--- src/rtl/rv_decode_stage_if.sv ---
// Handshake and decode-result bundle between fetch, rv_decode_stage and its consumers.
// The slave modport is the decode stage's view; master is the surrounding environment.
interface rv_decode_stage_if #(
    parameter int unsigned XLEN = 32
) ();
    logic            in_valid;
    logic            in_ready;
    logic [31:0]     in_instr;
    logic [XLEN-1:0] in_pc;

    logic            out_valid;
    logic            out_ready;
    logic [XLEN-1:0] out_pc;
    logic [4:0]      rs1;
    logic [4:0]      rs2;
    logic [4:0]      rd;
    logic            rd_we;
    logic [XLEN-1:0] imm;
    logic [2:0]      fmt;
    logic            illegal;

    logic            wb_valid;
    logic [4:0]      wb_rd;

    modport master (
        output in_valid, in_instr, in_pc, out_ready, wb_valid, wb_rd,
        input  in_ready, out_valid, out_pc, rs1, rs2, rd, rd_we, imm, fmt, illegal
    );

    modport slave (
        input  in_valid, in_instr, in_pc, out_ready, wb_valid, wb_rd,
        output in_ready, out_valid, out_pc, rs1, rs2, rd, rd_we, imm, fmt, illegal
    );
endinterface

--- src/rtl/rv_decode_stage.sv ---
// RV32 decode stage with a one-entry registered output buffer.
// Define DECODE_SCOREBOARD_EN to add a register busy scoreboard that stalls on RAW/WAW hazards.
module rv_decode_stage #(
    parameter int unsigned XLEN  = 32,
    parameter int unsigned NREGS = 32
) (
    input logic              clk,
    input logic              rst,
    rv_decode_stage_if.slave bus
);
    typedef enum logic [2:0] {
        FmtR       = 3'd0,
        FmtI       = 3'd1,
        FmtS       = 3'd2,
        FmtB       = 3'd3,
        FmtU       = 3'd4,
        FmtJ       = 3'd5,
        FmtIllegal = 3'd7
    } fmt_e;

    logic [31:0]        instr;
    fmt_e               dec_fmt;
    logic signed [31:0] dec_imm32;
    logic [XLEN-1:0]    dec_imm;
    logic [4:0]         dec_rd;
    logic [4:0]         dec_rs1;
    logic [4:0]         dec_rs2;
    logic               dec_rd_we;
    logic               stall;
    logic               capture;

    logic               valid_q, valid_d;
    logic [XLEN-1:0]    pc_q, pc_d;
    logic [4:0]         rs1_q, rs1_d;
    logic [4:0]         rs2_q, rs2_d;
    logic [4:0]         rd_q, rd_d;
    logic               rd_we_q, rd_we_d;
    logic [XLEN-1:0]    imm_q, imm_d;
    logic [2:0]         fmt_q, fmt_d;
    logic               illegal_q, illegal_d;

    assign instr   = bus.in_instr;
    assign dec_rd  = instr[11:7];
    assign dec_rs1 = instr[19:15];
    assign dec_rs2 = instr[24:20];

    always_comb begin
        dec_fmt = FmtIllegal;
        case (instr[6:0])
            7'b0110011:                         dec_fmt = FmtR;
            7'b0010011, 7'b0000011, 7'b1100111: dec_fmt = FmtI;
            7'b0100011:                         dec_fmt = FmtS;
            7'b1100011:                         dec_fmt = FmtB;
            7'b0110111, 7'b0010111:             dec_fmt = FmtU;
            7'b1101111:                         dec_fmt = FmtJ;
            default:                            dec_fmt = FmtIllegal;
        endcase
    end

    always_comb begin
        dec_imm32 = '0;
        case (dec_fmt)
            FmtI:    dec_imm32 = {{20{instr[31]}}, instr[31:20]};
            FmtS:    dec_imm32 = {{20{instr[31]}}, instr[31:25], instr[11:7]};
            FmtB:    dec_imm32 = {{19{instr[31]}}, instr[31], instr[7], instr[30:25],
                                  instr[11:8], 1'b0};
            FmtU:    dec_imm32 = {instr[31:12], 12'b0};
            FmtJ:    dec_imm32 = {{11{instr[31]}}, instr[31], instr[19:12], instr[20],
                                  instr[30:21], 1'b0};
            default: dec_imm32 = '0;
        endcase
    end

    assign dec_imm   = XLEN'(dec_imm32);
    assign dec_rd_we = (dec_fmt inside {FmtR, FmtI, FmtU, FmtJ}) && (dec_rd != 5'd0);

`ifdef DECODE_SCOREBOARD_EN
    logic [NREGS-1:0] busy_q, busy_d;
    logic             use_rs1;
    logic             use_rs2;

    assign use_rs1 = !(dec_fmt inside {FmtU, FmtJ});
    assign use_rs2 = dec_fmt inside {FmtR, FmtS, FmtB};

    // Hazards are judged against registered busy bits, so a writeback frees the stall next cycle.
    assign stall = (use_rs1 && busy_q[dec_rs1]) ||
                   (use_rs2 && busy_q[dec_rs2]) ||
                   (dec_rd_we && busy_q[dec_rd]);

    always_comb begin
        busy_d = busy_q;
        if (bus.wb_valid) begin
            busy_d[bus.wb_rd] = 1'b0;
        end
        // Applied after the clear so a same-cycle set of the same register wins.
        if (capture && dec_rd_we) begin
            busy_d[dec_rd] = 1'b1;
        end
        busy_d[0] = 1'b0;
    end

    always_ff @(posedge clk) begin
        if (!rst) begin
            busy_q <= '0;
        end else begin
            busy_q <= busy_d;
        end
    end
`else
    logic [5:0] unused_cfg;

    assign stall      = 1'b0;
    assign unused_cfg = {bus.wb_valid, bus.wb_rd} ^ 6'(NREGS);
`endif

    assign bus.in_ready = rst && (!valid_q || bus.out_ready) && !stall;
    assign capture      = bus.in_valid && bus.in_ready;

    always_comb begin
        valid_d   = valid_q;
        pc_d      = pc_q;
        rs1_d     = rs1_q;
        rs2_d     = rs2_q;
        rd_d      = rd_q;
        rd_we_d   = rd_we_q;
        imm_d     = imm_q;
        fmt_d     = fmt_q;
        illegal_d = illegal_q;
        if (capture) begin
            valid_d   = 1'b1;
            pc_d      = bus.in_pc;
            rs1_d     = dec_rs1;
            rs2_d     = dec_rs2;
            rd_d      = dec_rd;
            rd_we_d   = dec_rd_we;
            imm_d     = dec_imm;
            fmt_d     = dec_fmt;
            illegal_d = (dec_fmt == FmtIllegal);
        end else if (bus.out_ready) begin
            valid_d = 1'b0;
        end
    end

    always_ff @(posedge clk) begin
        if (!rst) begin
            valid_q   <= 1'b0;
            pc_q      <= '0;
            rs1_q     <= '0;
            rs2_q     <= '0;
            rd_q      <= '0;
            rd_we_q   <= 1'b0;
            imm_q     <= '0;
            fmt_q     <= '0;
            illegal_q <= 1'b0;
        end else begin
            valid_q   <= valid_d;
            pc_q      <= pc_d;
            rs1_q     <= rs1_d;
            rs2_q     <= rs2_d;
            rd_q      <= rd_d;
            rd_we_q   <= rd_we_d;
            imm_q     <= imm_d;
            fmt_q     <= fmt_d;
            illegal_q <= illegal_d;
        end
    end

    assign bus.out_valid = valid_q;
    assign bus.out_pc    = pc_q;
    assign bus.rs1       = rs1_q;
    assign bus.rs2       = rs2_q;
    assign bus.rd        = rd_q;
    assign bus.rd_we     = rd_we_q;
    assign bus.imm       = imm_q;
    assign bus.fmt       = fmt_q;
    assign bus.illegal   = illegal_q;
endmodule

--- src/flat_wrapper.sv ---
// flat-port wrapper written by rule: the top's interface ports become plain ports
module rv_decode_stage_flat 
#(
    parameter int unsigned XLEN  = 32,
    parameter int unsigned NREGS = 32
)
  (clk, rst, bus_in_valid, bus_in_instr, bus_in_pc, bus_out_ready, bus_wb_valid, bus_wb_rd, bus_in_ready, bus_out_valid, bus_out_pc, bus_rs1, bus_rs2, bus_rd, bus_rd_we, bus_imm, bus_fmt, bus_illegal);
  rv_decode_stage_if #(.XLEN(XLEN)) bus_i ();
  input logic clk;
  input logic rst;
  input wire logic [$bits(bus_i.in_valid)-1:0] bus_in_valid;
  input wire logic [$bits(bus_i.in_instr)-1:0] bus_in_instr;
  input wire logic [$bits(bus_i.in_pc)-1:0] bus_in_pc;
  input wire logic [$bits(bus_i.out_ready)-1:0] bus_out_ready;
  input wire logic [$bits(bus_i.wb_valid)-1:0] bus_wb_valid;
  input wire logic [$bits(bus_i.wb_rd)-1:0] bus_wb_rd;
  output wire logic [$bits(bus_i.in_ready)-1:0] bus_in_ready;
  output wire logic [$bits(bus_i.out_valid)-1:0] bus_out_valid;
  output wire logic [$bits(bus_i.out_pc)-1:0] bus_out_pc;
  output wire logic [$bits(bus_i.rs1)-1:0] bus_rs1;
  output wire logic [$bits(bus_i.rs2)-1:0] bus_rs2;
  output wire logic [$bits(bus_i.rd)-1:0] bus_rd;
  output wire logic [$bits(bus_i.rd_we)-1:0] bus_rd_we;
  output wire logic [$bits(bus_i.imm)-1:0] bus_imm;
  output wire logic [$bits(bus_i.fmt)-1:0] bus_fmt;
  output wire logic [$bits(bus_i.illegal)-1:0] bus_illegal;
  assign bus_i.in_valid = bus_in_valid;
  assign bus_i.in_instr = bus_in_instr;
  assign bus_i.in_pc = bus_in_pc;
  assign bus_i.out_ready = bus_out_ready;
  assign bus_i.wb_valid = bus_wb_valid;
  assign bus_i.wb_rd = bus_wb_rd;
  assign bus_in_ready = bus_i.in_ready;
  assign bus_out_valid = bus_i.out_valid;
  assign bus_out_pc = bus_i.out_pc;
  assign bus_rs1 = bus_i.rs1;
  assign bus_rs2 = bus_i.rs2;
  assign bus_rd = bus_i.rd;
  assign bus_rd_we = bus_i.rd_we;
  assign bus_imm = bus_i.imm;
  assign bus_fmt = bus_i.fmt;
  assign bus_illegal = bus_i.illegal;
  rv_decode_stage #(.XLEN(XLEN), .NREGS(NREGS)) u_core (.clk(clk), .rst(rst), .bus(bus_i));
endmodule
--- config.mk ---
export PLATFORM = sky130hd
export DESIGN_NAME = rv_decode_stage_flat
export DESIGN_NICKNAME = d
export VERILOG_FILES = /design/src/rtl/rv_decode_stage_if.sv /design/src/rtl/rv_decode_stage.sv /design/src/flat_wrapper.sv
export SDC_FILE = /design/constraint.sdc
export NUM_CORES = 1
export LEC_CHECK = 0
export ABC_AREA = 1
export BUFFER_PORTS_ARGS = -buffer_cell sky130_fd_sc_hd__buf_2
export CORE_AREA = 3 3 105 107
export CTS_CLUSTER_SIZE = 20
export DETAILED_ROUTE_END_ITERATION = 7
export DIE_AREA = 0 0 108 110
export GPL_TIMING_DRIVEN = 0
export HOLD_SLACK_MARGIN = 0.03
export PLACE_DENSITY_LB_ADDON = 0.05
export REMOVE_ABC_BUFFERS = 1
export SLEW_MARGIN = 20
export SYNTH_ARGS = -nofsm -noshare
export SYNTH_HDL_FRONTEND = slang
export SYNTH_SLANG_ARGS = --single-unit
--- constraint.sdc ---
create_clock -name clk -period 2.55 [get_ports clk]
set_input_delay 0.3825 -clock clk [delete_from_list [all_inputs] [get_ports clk]]
set_output_delay 0.3825 -clock clk [all_outputs]
set_load 0.03 [all_outputs]
==> results.md, run 1 <==
* Status: complete, no violations
* Slew @ Worst Pin at 0.381 ns
* Post-synth EDFFs at 0
* Pin count of the biggest net entering global routing at 61
* Period minus WS final at 2.26 ns
* Routed WL per cell at 12.8 um
* Final nets at 701
* Die area at 11,900 um^2
* 1st-iter DRT viols at 236
* Vias in the first global route at 3,254
* Crit. End Element: flip-flop
* Yosys cell types at 26
* Max-Cap Viols at 0
* Grt ovf at 0
* Final Non-Filler Cells at 767
* Placed Instances at 751
* Clk slew on worst S/H paths at 0.09 ns
* Vias per inst at 4.62
* Synth area leaders: dfxtp_1 (48%), nand2_1 (23%), nand3_1 (8.8%)
* GR peak layer: met2
* Relative slew margins at 74.6%
* Via total after detailed routing at 3,546
* Area leader, netlist: dfxtp_1
* Achievable frequency at 442 MHz
* Worst VDD drop at 0.338 mV
* Worst Path Buf+Inv at 5
* Starting Density at 34.4%
* Crit path largest cell delay at 0.31 ns
* Number of warnings issued by yosys at 0
* Final Skew at 0.0124 ns
* Fraction of registers with async set/reset at 0%
* Clock tree sinks at 85
* CP Class: input pin to flip-flop
* Clock root cell: clkbuf_8
* Count of pins over their slew limit at 0
* Initial antenna violation count at 0
* Dpl hpwl at 6680 um
* Final-report setup violation count at 0
* Synth top area share at 48.3%
* Seq/Total Area, Yosys at 48.3%
* Layout area overhead at 31.2%
* Row count at 37
* Hold Violations, Final at 0
* Leak at 2.44 nW
* Final ANT Viol Nets at 0
* Gr usage total at 16.5%
* Mean Syn Cell Area at 7.21 um^2
* Data arrival time of the critical path at 2.53 ns
* H-tree depth at 3
* Critical path required time at 2.82 ns
* Met1 usage at 20.8%
* WL final at 9810 um
* Crit-path slowest cell: bufinv_8
* Syn Inst Count at 489
* Fin Hold WS at 0.225 ns
* Crit Path Max Fanout at 60
* Seq cells post-synth at 85
* Clk buf depth at 2
* Critical path cell sequence: buf_8, inv_6, a21oi_2, nand2_4, buf_16, clkinv_8, o31ai_1, bufinv_8, nand3_1, a21oi_1
* CP delay by family, top: buffers and inverters
* Pwr dens at 620 nW/um^2
* Die Y at 110 um
* Startpoint types: input pin
* Fin crit share at 88.7%
* Area of the core at 10,200 um^2
* Die Wd at 108 um
* IO Port Bufs at 153
* DRC Markers at 0
* TritonCTS Buffers at 9
* Ant diodes at 0
* RSZ-0062 raised after global routing: false
* TritonCTS clock tree: yes
* Min-Delay Path Class: input pin to flip-flop
* Design area at 4620 um^2
* Top FF cell, synth: dfxtp_1
* Layout cells sized above 1 at 31.2%
* Later-pin clock latency in the skew report at 0.34 ns
* Boundary Pins at 160
* Drt first pass iters at 7
* Met3 Track Usage GR at 5.24%
* First-pass GRT wire length at 15,800 um
* Placed cell areas at 4360 um^2
* Netlist area before placement at 3520 um^2
* Post-CTS Hold Buffers at 0
* Met2 Use GR at 27.8%
* RePlAce Congestion at 0.786
[report_power, final]
| group | internal [mW] | switching [mW] |
|---|---|---|
| Sequential | 1.39 | 0.0287 |
| Clock | 0.557 | 0.485 |
| Combinational | 0.124 | 0.283 |
[layout by cell type (no fill, tap or decap), types with 2 or more instances in the layout]
master and count:
a21oi_1 28, a21oi_2 11, buf_2 152, bufinv_16 2, clkbuf_1 2, clkbuf_8 9, clkinvlp_4 2, dfxtp_1 85
inv_1 21, inv_6 2, nand2_1 212, nand2_2 2, nand2_4 3, nand3_1 62, nand3_2 2, nor2_1 8
nor2_2 2, nor2_4 3, o21ai_0 11
[sequential cells by signal, indices dropped and copies added, names as in the netlist]
register and flops:
u_core.bus.illegal 1, u_core.bus.fmt 3, u_core.bus.rs1 5, u_core.bus.rs2 5, u_core.bus.imm 32, u_core.bus.out_pc 32, u_core.bus.out_valid 1, u_core.bus.rd 5
u_core.bus.rd_we 1
[per-layer routing]
metal | up-vias | wire (um)
li1 | 1836 | -
met3 | 8 | 785
met2 | 105 | 4460
met1 | 1597 | 4480
met5 | - | 0
met4 | 0 | 86
[worst paths after layout]
check	start	endpoint	slack (ns)	cells after the start
setup reg to reg	u_core.bus.out_valid	u_core.bus.imm[31]	0.53	8
hold reg to reg	u_core.bus.out_pc[18]	u_core.bus.out_pc[18]	0.46	2
hold / removal	bus_in_pc[9]	u_core.bus.out_pc[9]	0.22	3
setup / recovery	rst	u_core.bus.imm[5]	0.29	10
[Yosys cell counts, types with 2 or more instances]
cell / instances
inv_2: 4
buf_6: 2
buf_1: 2
nor2_2: 3
nand2_1: 213
inv_1: 21
nor2_1: 8
nand3_1: 62
a21oi_2: 11
buf_2: 8
nor2_4: 2
nand3_2: 2
clkbuf_1: 15
a21oi_1: 28
nand2_2: 2
o21ai_0: 11
nand2_4: 2
dfxtp_1: 85
[worst min-delay path: stages]
cell     delay, ns
buf_2         0.07
nand2_1       0.04
nand2_1       0.05
[final cells by class]
type                       count  area, um^2
inverter                      25         125
clock buffer                  11         131
timing repair buffer         154         803
tap                          136         170
fill                        1135        5610
clock inverter                 5        83.8
multi-input combinational    351        1610
sequential                    85        1700
[what timing repair did]
item,in CTS,in global routing
gates resized for setup,8,5
endpoints found under the hold margin,0,0
setup endpoints to repair,85,32
buffers inserted,0,0
[kinds of logic after synthesis]
| kind of cell | synth area share, % |
|---|---|
| buffers and inverters | 6.46 |
| adders and majority gates | 0.355 |
| AOI/OAI and AO/OA | 8.70 |
| DFF | 48.3 |
| and+or+nand+nor | 36.2 |
[metrics by stage]
| stage | power (mW) | setup WS, ns | setup TNS [ns] | utilization, % |
|---|---|---|---|---|
| after floorplan | 1.68 | -1.35 | -81.87 | - |
| after detailed placement | 1.86 | -1.88 | -111.93 | 42.6 |
| after global placement | 1.85 | -4.06 | -289.63 | 42.3 |
| after CTS | 2.92 | 0.00396 | 0 | 45.0 |
| after global routing | 3.01 | 0.0140 | 0 | 45.2 |
| final | 2.87 | 0.288 | 0 | 45.2 |
(Power assumes the default switching activity.)
==> inputs of run 2 (changes only) <==
--- a/config.mk
+++ b/config.mk
@@ -7,10 +7,12 @@
 export LEC_CHECK = 0
 export ABC_AREA = 1
 export BUFFER_PORTS_ARGS = -buffer_cell sky130_fd_sc_hd__buf_2
-export CORE_AREA = 3 3 105 107
+export CELL_PAD_IN_SITES_DETAIL_PLACEMENT = 1
+export CELL_PAD_IN_SITES_GLOBAL_PLACEMENT = 1
+export CORE_AREA = 3 3 109 111
 export CTS_CLUSTER_SIZE = 20
 export DETAILED_ROUTE_END_ITERATION = 7
-export DIE_AREA = 0 0 108 110
+export DIE_AREA = 0 0 112 114
 export GPL_TIMING_DRIVEN = 0
 export HOLD_SLACK_MARGIN = 0.03
 export PLACE_DENSITY_LB_ADDON = 0.05
==> run 2 against run 1 <==
Combinational power increased by 2%. Clock-buffer cell count increased by 1. Cell count increased by 0.52%. Utilization decreased by 2.7 points. Critical endpoint is now u_core.bus.imm[9].
==> results.md, run 2 (synthesis results as in run 1) <==
* Vias per inst at 4.59
* Die Wd at 112 um
* Vias in the first global route at 3,518
* Crit. End Element: flip-flop
* Layout cells sized above 1 at 31.5%
* Starting Density at 32.4%
* Achievable frequency at 430 MHz
* CP Class: input pin to flip-flop
* Fin crit share at 91.2%
* Relative slew margins at 76.6%
* Count of pins over their slew limit at 0
* Clock tree sinks at 85
* Area of the core at 10,900 um^2
* Min-Delay Path Class: input pin to flip-flop
* Grt ovf at 0
* Commonest non-fill, non-tap cells in the layout: nand2_1 (212), buf_2 (152), dfxtp_1 (85)
* NetSw at 802 uW
* Final ANT Viol Nets at 0
* Final-report setup violation count at 0
* Power Internal at 2.04 mW
* Post-CTS setup buffers at 0
* Critical path cell sequence: buf_8, inv_6, a21oi_2, nand2_8, buf_12, clkinv_8, o31ai_1, bufinv_8, nand3_1, a21oi_1
* Place WS at -2.06 ns
* TritonCTS clock tree: yes
* Status: complete, no violations
* Logic pwr share at 14.6%
* Most common cell after layout, fill and taps aside: nand2_1
* Crit-path slowest cell: bufinv_8
* Drt first pass iters at 6
* Final nets at 701
* Fillers at 1,415
* Crit Path Max Fanout at 50
* Period minus WS final at 2.32 ns
* Pwr dens at 615 nW/um^2
* Final worst slack at 0.226 ns
* Dpl hpwl at 7430 um
* WL final at 10,800 um
* Data arrival time of the critical path at 2.62 ns
* Worst VDD drop at 0.251 mV
* Gr usage total at 16.8%
* Setup TNS at 0 ns
* H-tree depth at 3
* Later-pin clock latency in the skew report at 0.36 ns
* Initial antenna violation count at 0
* Flop-to-flop setup slack at 0.46 ns
* Hold Violations, Final at 0
* Via total after detailed routing at 3,537
* Area of the multi-input gates at 1620 um^2
* Clk buf depth at 2
* Hold Crit Start: bus_in_pc[7]
* Design area at 4620 um^2
* Layout area overhead at 31.2%
* Clk network pwr share at 35.6%
* 1st-iter DRT viols at 217
* Final Skew at 0.00569 ns
* Routed WL per cell at 14.0 um
* Ant diodes at 0
* Critical path required time at 2.84 ns
* RSZ-0062 raised after global routing: false
* Hold path depth at 3
* Critical R2R Launch: u_core.bus.out_valid
* Crit path largest cell delay at 0.33 ns
* Placed cell areas at 4360 um^2
* Max-Cap Viols at 0
* TritonCTS Buffers at 9
* IO Port Bufs at 153
* Die area at 12,800 um^2
* Slew @ Worst Pin at 0.351 ns
* Reg2reg end: u_core.bus.imm[9]
* Leak at 2.45 nW
* Boundary Pins at 160
* Storage cell area at 1700 um^2
* WHS Endpoint: u_core.bus.out_pc[7]
* Startpoint types: input pin
* Clock root cell: clkbuf_8
* Post-CTS Hold Buffers at 0
* Pin count of the biggest net entering global routing at 51
* DRC Markers at 0
* Row count at 38
* Sw Share at 28.2%
* Die Y at 114 um
* R2R cell count at 8
* Clk slew on worst S/H paths at 0.09 ns
* First-pass GRT wire length at 17,300 um
* RePlAce Congestion at 0.733
* Flop pwr share at 49.8%
==> run 2: cell count changes in the layout (fill, tap and decap cells not counted), sizes merged <==
cell      previous run  this run
clkinvlp             2         0
inv                 24        23
bufinv               3         2
clkinv               1         4
clkbuf              11        12
==> run 2: metal layers <==
| metal | wire length [um] | vias up | track usage [%] |
|---|---|---|---|
| met5 | 0 | - | 0 |
| met4 | 179 | 0 | 6.65 |
| met3 | 751 | 12 | 4.40 |
| met2 | 4810 | 106 | 27.7 |
| met1 | 5040 | 1594 | 21.1 |
| li1 | - | 1825 | - |
==> run 2: worst max path at each step <==
stage                     startpoint                 end  slack (ns)
after floorplan                  rst  u_core.bus.imm[10]       -1.35
after detailed placement         rst   u_core.bus.imm[9]       -2.06
after CTS                        rst   u_core.bus.imm[7]        0.01
after global routing             rst  u_core.bus.imm[31]        0.01
after global placement           rst   u_core.bus.imm[6]       -4.14
final                            rst   u_core.bus.imm[9]        0.23
==> run 2: area by class of cell <==
cell class              instances  area share (%)
clock inverters                 4           0.974
multi-input cells             351            34.9
well taps                     140            3.79
repair buffers                154            17.2
flip-flops and latches         85            36.8
inverters                      25            2.71
clock buffers                  12            3.57
==> run 2: critical path, delay by kind of cell <==
family | cells | cell delay (ns)
buffers and inverters | 5 | 1.28
AND/OR/NAND/NOR | 2 | 0.36
AO/OA/AOI/OAI | 3 | 0.53
==> run 2: repair_timing <==
action | in CTS | in global routing
resized for setup | 10 | 4
pin swaps | 0 | 1
setup endpoints to repair | 79 | 32
==> run 2: power by group through the flow <==
stage               clock network (mW)  logic [mW]  registers [mW]
CTS                               1.06       0.420            1.42
global placement                     0       0.404            1.44
detailed placement                   0       0.413            1.45
floorplan                            0       0.109            1.57
finish                            1.01       0.414            1.41
global route                      1.11       0.453            1.42
==> run 2: through the flow <==
| stage | total power, mW | hold slack, ns | utilization (%) | cells |
|---|---|---|---|---|
| 4_1_cts | 2.90 | 0.192 | 42.3 | 771 |
| 3_3_place_gp | 1.85 | 0.449 | 39.8 | 754 |
| 2_1_floorplan | 1.68 | 0.493 | - | 461 |
| 3_5_place_dp | 1.86 | 0.454 | 40.0 | 755 |
| 5_1_grt | 2.98 | 0.205 | 42.5 | 771 |
| 6_report | 2.84 | 0.221 | 42.5 | 771 |
==> inputs of run 3 (changes only) <==
--- a/config.mk
+++ b/config.mk
@@ -15,7 +15,7 @@
 export DIE_AREA = 0 0 112 114
 export GPL_TIMING_DRIVEN = 0
 export HOLD_SLACK_MARGIN = 0.03
-export PLACE_DENSITY_LB_ADDON = 0.05
+export PLACE_DENSITY = 0.83
 export REMOVE_ABC_BUFFERS = 1
 export SLEW_MARGIN = 20
 export SYNTH_ARGS = -nofsm -noshare
==> run 3 against run 2 <==
Via count up 4.5%. Non-clock buffer count unchanged. Critical path type unchanged. Largest power group unchanged. Cell count unchanged. Sequential share of layout area about the same. Setup slack better by 0.034 ns.
==> results.md, run 3 (synthesis results as in run 1) <==
* Crit path launch: rst
* Final ANT Viol Nets at 0
* Die area at 12,800 um^2
* Placed cell areas at 4370 um^2
* Critical Path Sink: u_core.bus.imm[31]
* NetSw at 813 uW
* Most common cell after layout, fill and taps aside: nand2_1
* Grt ovf at 0
* Design area at 4620 um^2
* Commonest non-fill, non-tap cells in the layout: nand2_1 (212), buf_2 (152), dfxtp_1 (85)
* Gr usage total at 18.9%
* 1st-iter DRT viols at 209
* Area of the multi-input gates at 1610 um^2
* Boundary Pins at 160
* Period minus WS final at 2.29 ns
* Min-Delay Path Class: input pin to flip-flop
* Final nets at 701
* Clk slew on worst S/H paths at 0.08 ns
* Pwr dens at 614 nW/um^2
* TritonCTS Buffers at 9
* Clock tree sinks at 85
* TritonCTS clock tree: yes
* Hold Violations, Final at 0
* Initial antenna violation count at 0
* Critical path cell sequence: buf_8, inv_6, a21oi_2, nand2_4, buf_16, clkinv_8, o31ai_1, bufinv_8, nand3_1, a21oi_1
* Critical path required time at 2.84 ns
* Final-report setup violation count at 0
* Later-pin clock latency in the skew report at 0.36 ns
* WL final at 11,900 um
* Fillers at 1,436
* Flop pwr share at 50.0%
* Dpl hpwl at 8480 um
* Starting Density at 32.4%
* Power Internal at 2.02 mW
* Worst Path Buf+Inv at 5
* Row count at 38
* DRC Markers at 0
* Area of the core at 10,900 um^2
* Slew @ Worst Pin at 0.359 ns
* IO Port Bufs at 153
* Relative slew margins at 76.1%
* RePlAce Congestion at 0.870
* Fin Hold WS at 0.217 ns
* Post-CTS setup buffers at 0
* Leak at 2.44 nW
* Layout cells sized above 1 at 31.4%
* Achievable frequency at 437 MHz
* R2R cell count at 8
* CP Class: input pin to flip-flop
* Storage cell area at 1700 um^2
* Die Y at 114 um
* H-tree depth at 3
* Drt first pass iters at 4
* Crit-path slowest cell: bufinv_8
* Worst VDD drop at 0.294 mV
* Place WS at -1.94 ns
* Reg2reg end: u_core.bus.imm[31]
* WP depth at 10
* CP delay by family, top: buffers and inverters
* Final worst slack at 0.260 ns
* Routed WL per cell at 15.5 um
* Pwr Total at 2.83 mW
* Clk buf depth at 2
* Count of pins over their slew limit at 0
* Clock root cell: clkbuf_8
* Layout area overhead at 31.0%
* Vias per inst at 4.80
* Crit Path Max Fanout at 68
* Logic pwr share at 14.9%
* Pin count of the biggest net entering global routing at 69
* Sw Share at 28.7%
* Data arrival time of the critical path at 2.58 ns
* Max-Cap Viols at 0
* Fin crit share at 89.8%
* Startpoint types: input pin
* Crit. End Element: flip-flop
* Clk network pwr share at 35.1%
* Fin util at 42.4%
* Vias in the first global route at 3,909
* Via total after detailed routing at 3,697
* Final Skew at 0.00651 ns
* Critical R2R Launch: u_core.bus.out_valid
* Flop-to-flop setup slack at 0.50 ns
* RSZ-0062 raised after global routing: false
* Status: complete, no violations
* First-pass GRT wire length at 19,500 um
* Crit path largest cell delay at 0.32 ns
* Die Wd at 112 um
* Ant diodes at 0
## run 3: worst min path at each step
stage	from	endpoint	slack, ns	cells after the start
final	bus_in_pc[11]	u_core.bus.out_pc[11]	0.22	3
after global routing	bus_in_pc[26]	u_core.bus.out_pc[26]	0.19	3
after CTS	bus_in_pc[30]	u_core.bus.out_pc[30]	0.19	3
after detailed placement	u_core.bus.imm[16]	u_core.bus.imm[16]	0.45	2
after global placement	u_core.bus.out_pc[17]	u_core.bus.out_pc[17]	0.45	2
after floorplan	bus_in_pc[0]	u_core.bus.out_pc[0]	0.49	2
## run 3: worst reg2reg max path: cells and delay by family (launching register included)
| family | cells | cell delay [ns] |
|---|---|---|
| simple gates | 2 | 0.40 |
| flops | 1 | 0.37 |
| compound gates | 3 | 0.34 |
| buf+inv | 3 | 0.82 |
## run 3: timing repair
item | CTS | global route
hold buffers | 0 | 0
pin swaps | 0 | 0
setup endpoints to repair | 85 | 32
resized for setup | 8 | 6
## run 3: layer usage
layer  global-route usage (%)  part of all wire [%]  vias up
met4                     6.49                   1.5        0
met1                     22.9                    45     1734
li1                         -                     -     1824
met3                     5.62                   7.6       13
met5                        0                     0        -
met2                     32.2                    46      126
## run 3: final cells by class
type	count	area share (%)
repair buffers	154	17.4
well taps	140	3.79
clock buffers	13	3.44
flip-flops and latches	85	36.9
inverters	25	2.71
multi-input cells	351	34.9
clock inverters	3	0.949
## run 3: per-stage QoR
step	instances	setup TNS, ns
final	771	0
after global routing	771	0
after CTS	771	0
after detailed placement	755	-113.27
after global placement	754	-278.04
after floorplan	461	-81.87
## run 3: power by group through the flow
| stage | Combinational, mW | Clock (mW) | Sequential [mW] |
|---|---|---|---|
| 2_1_floorplan | 0.109 | 0 | 1.57 |
| 3_3_place_gp | 0.405 | 0 | 1.45 |
| 3_5_place_dp | 0.421 | 0 | 1.45 |
| 4_1_cts | 0.425 | 1.04 | 1.42 |
| 5_1_grt | 0.458 | 1.10 | 1.43 |
| 6_report | 0.421 | 0.995 | 1.42 |
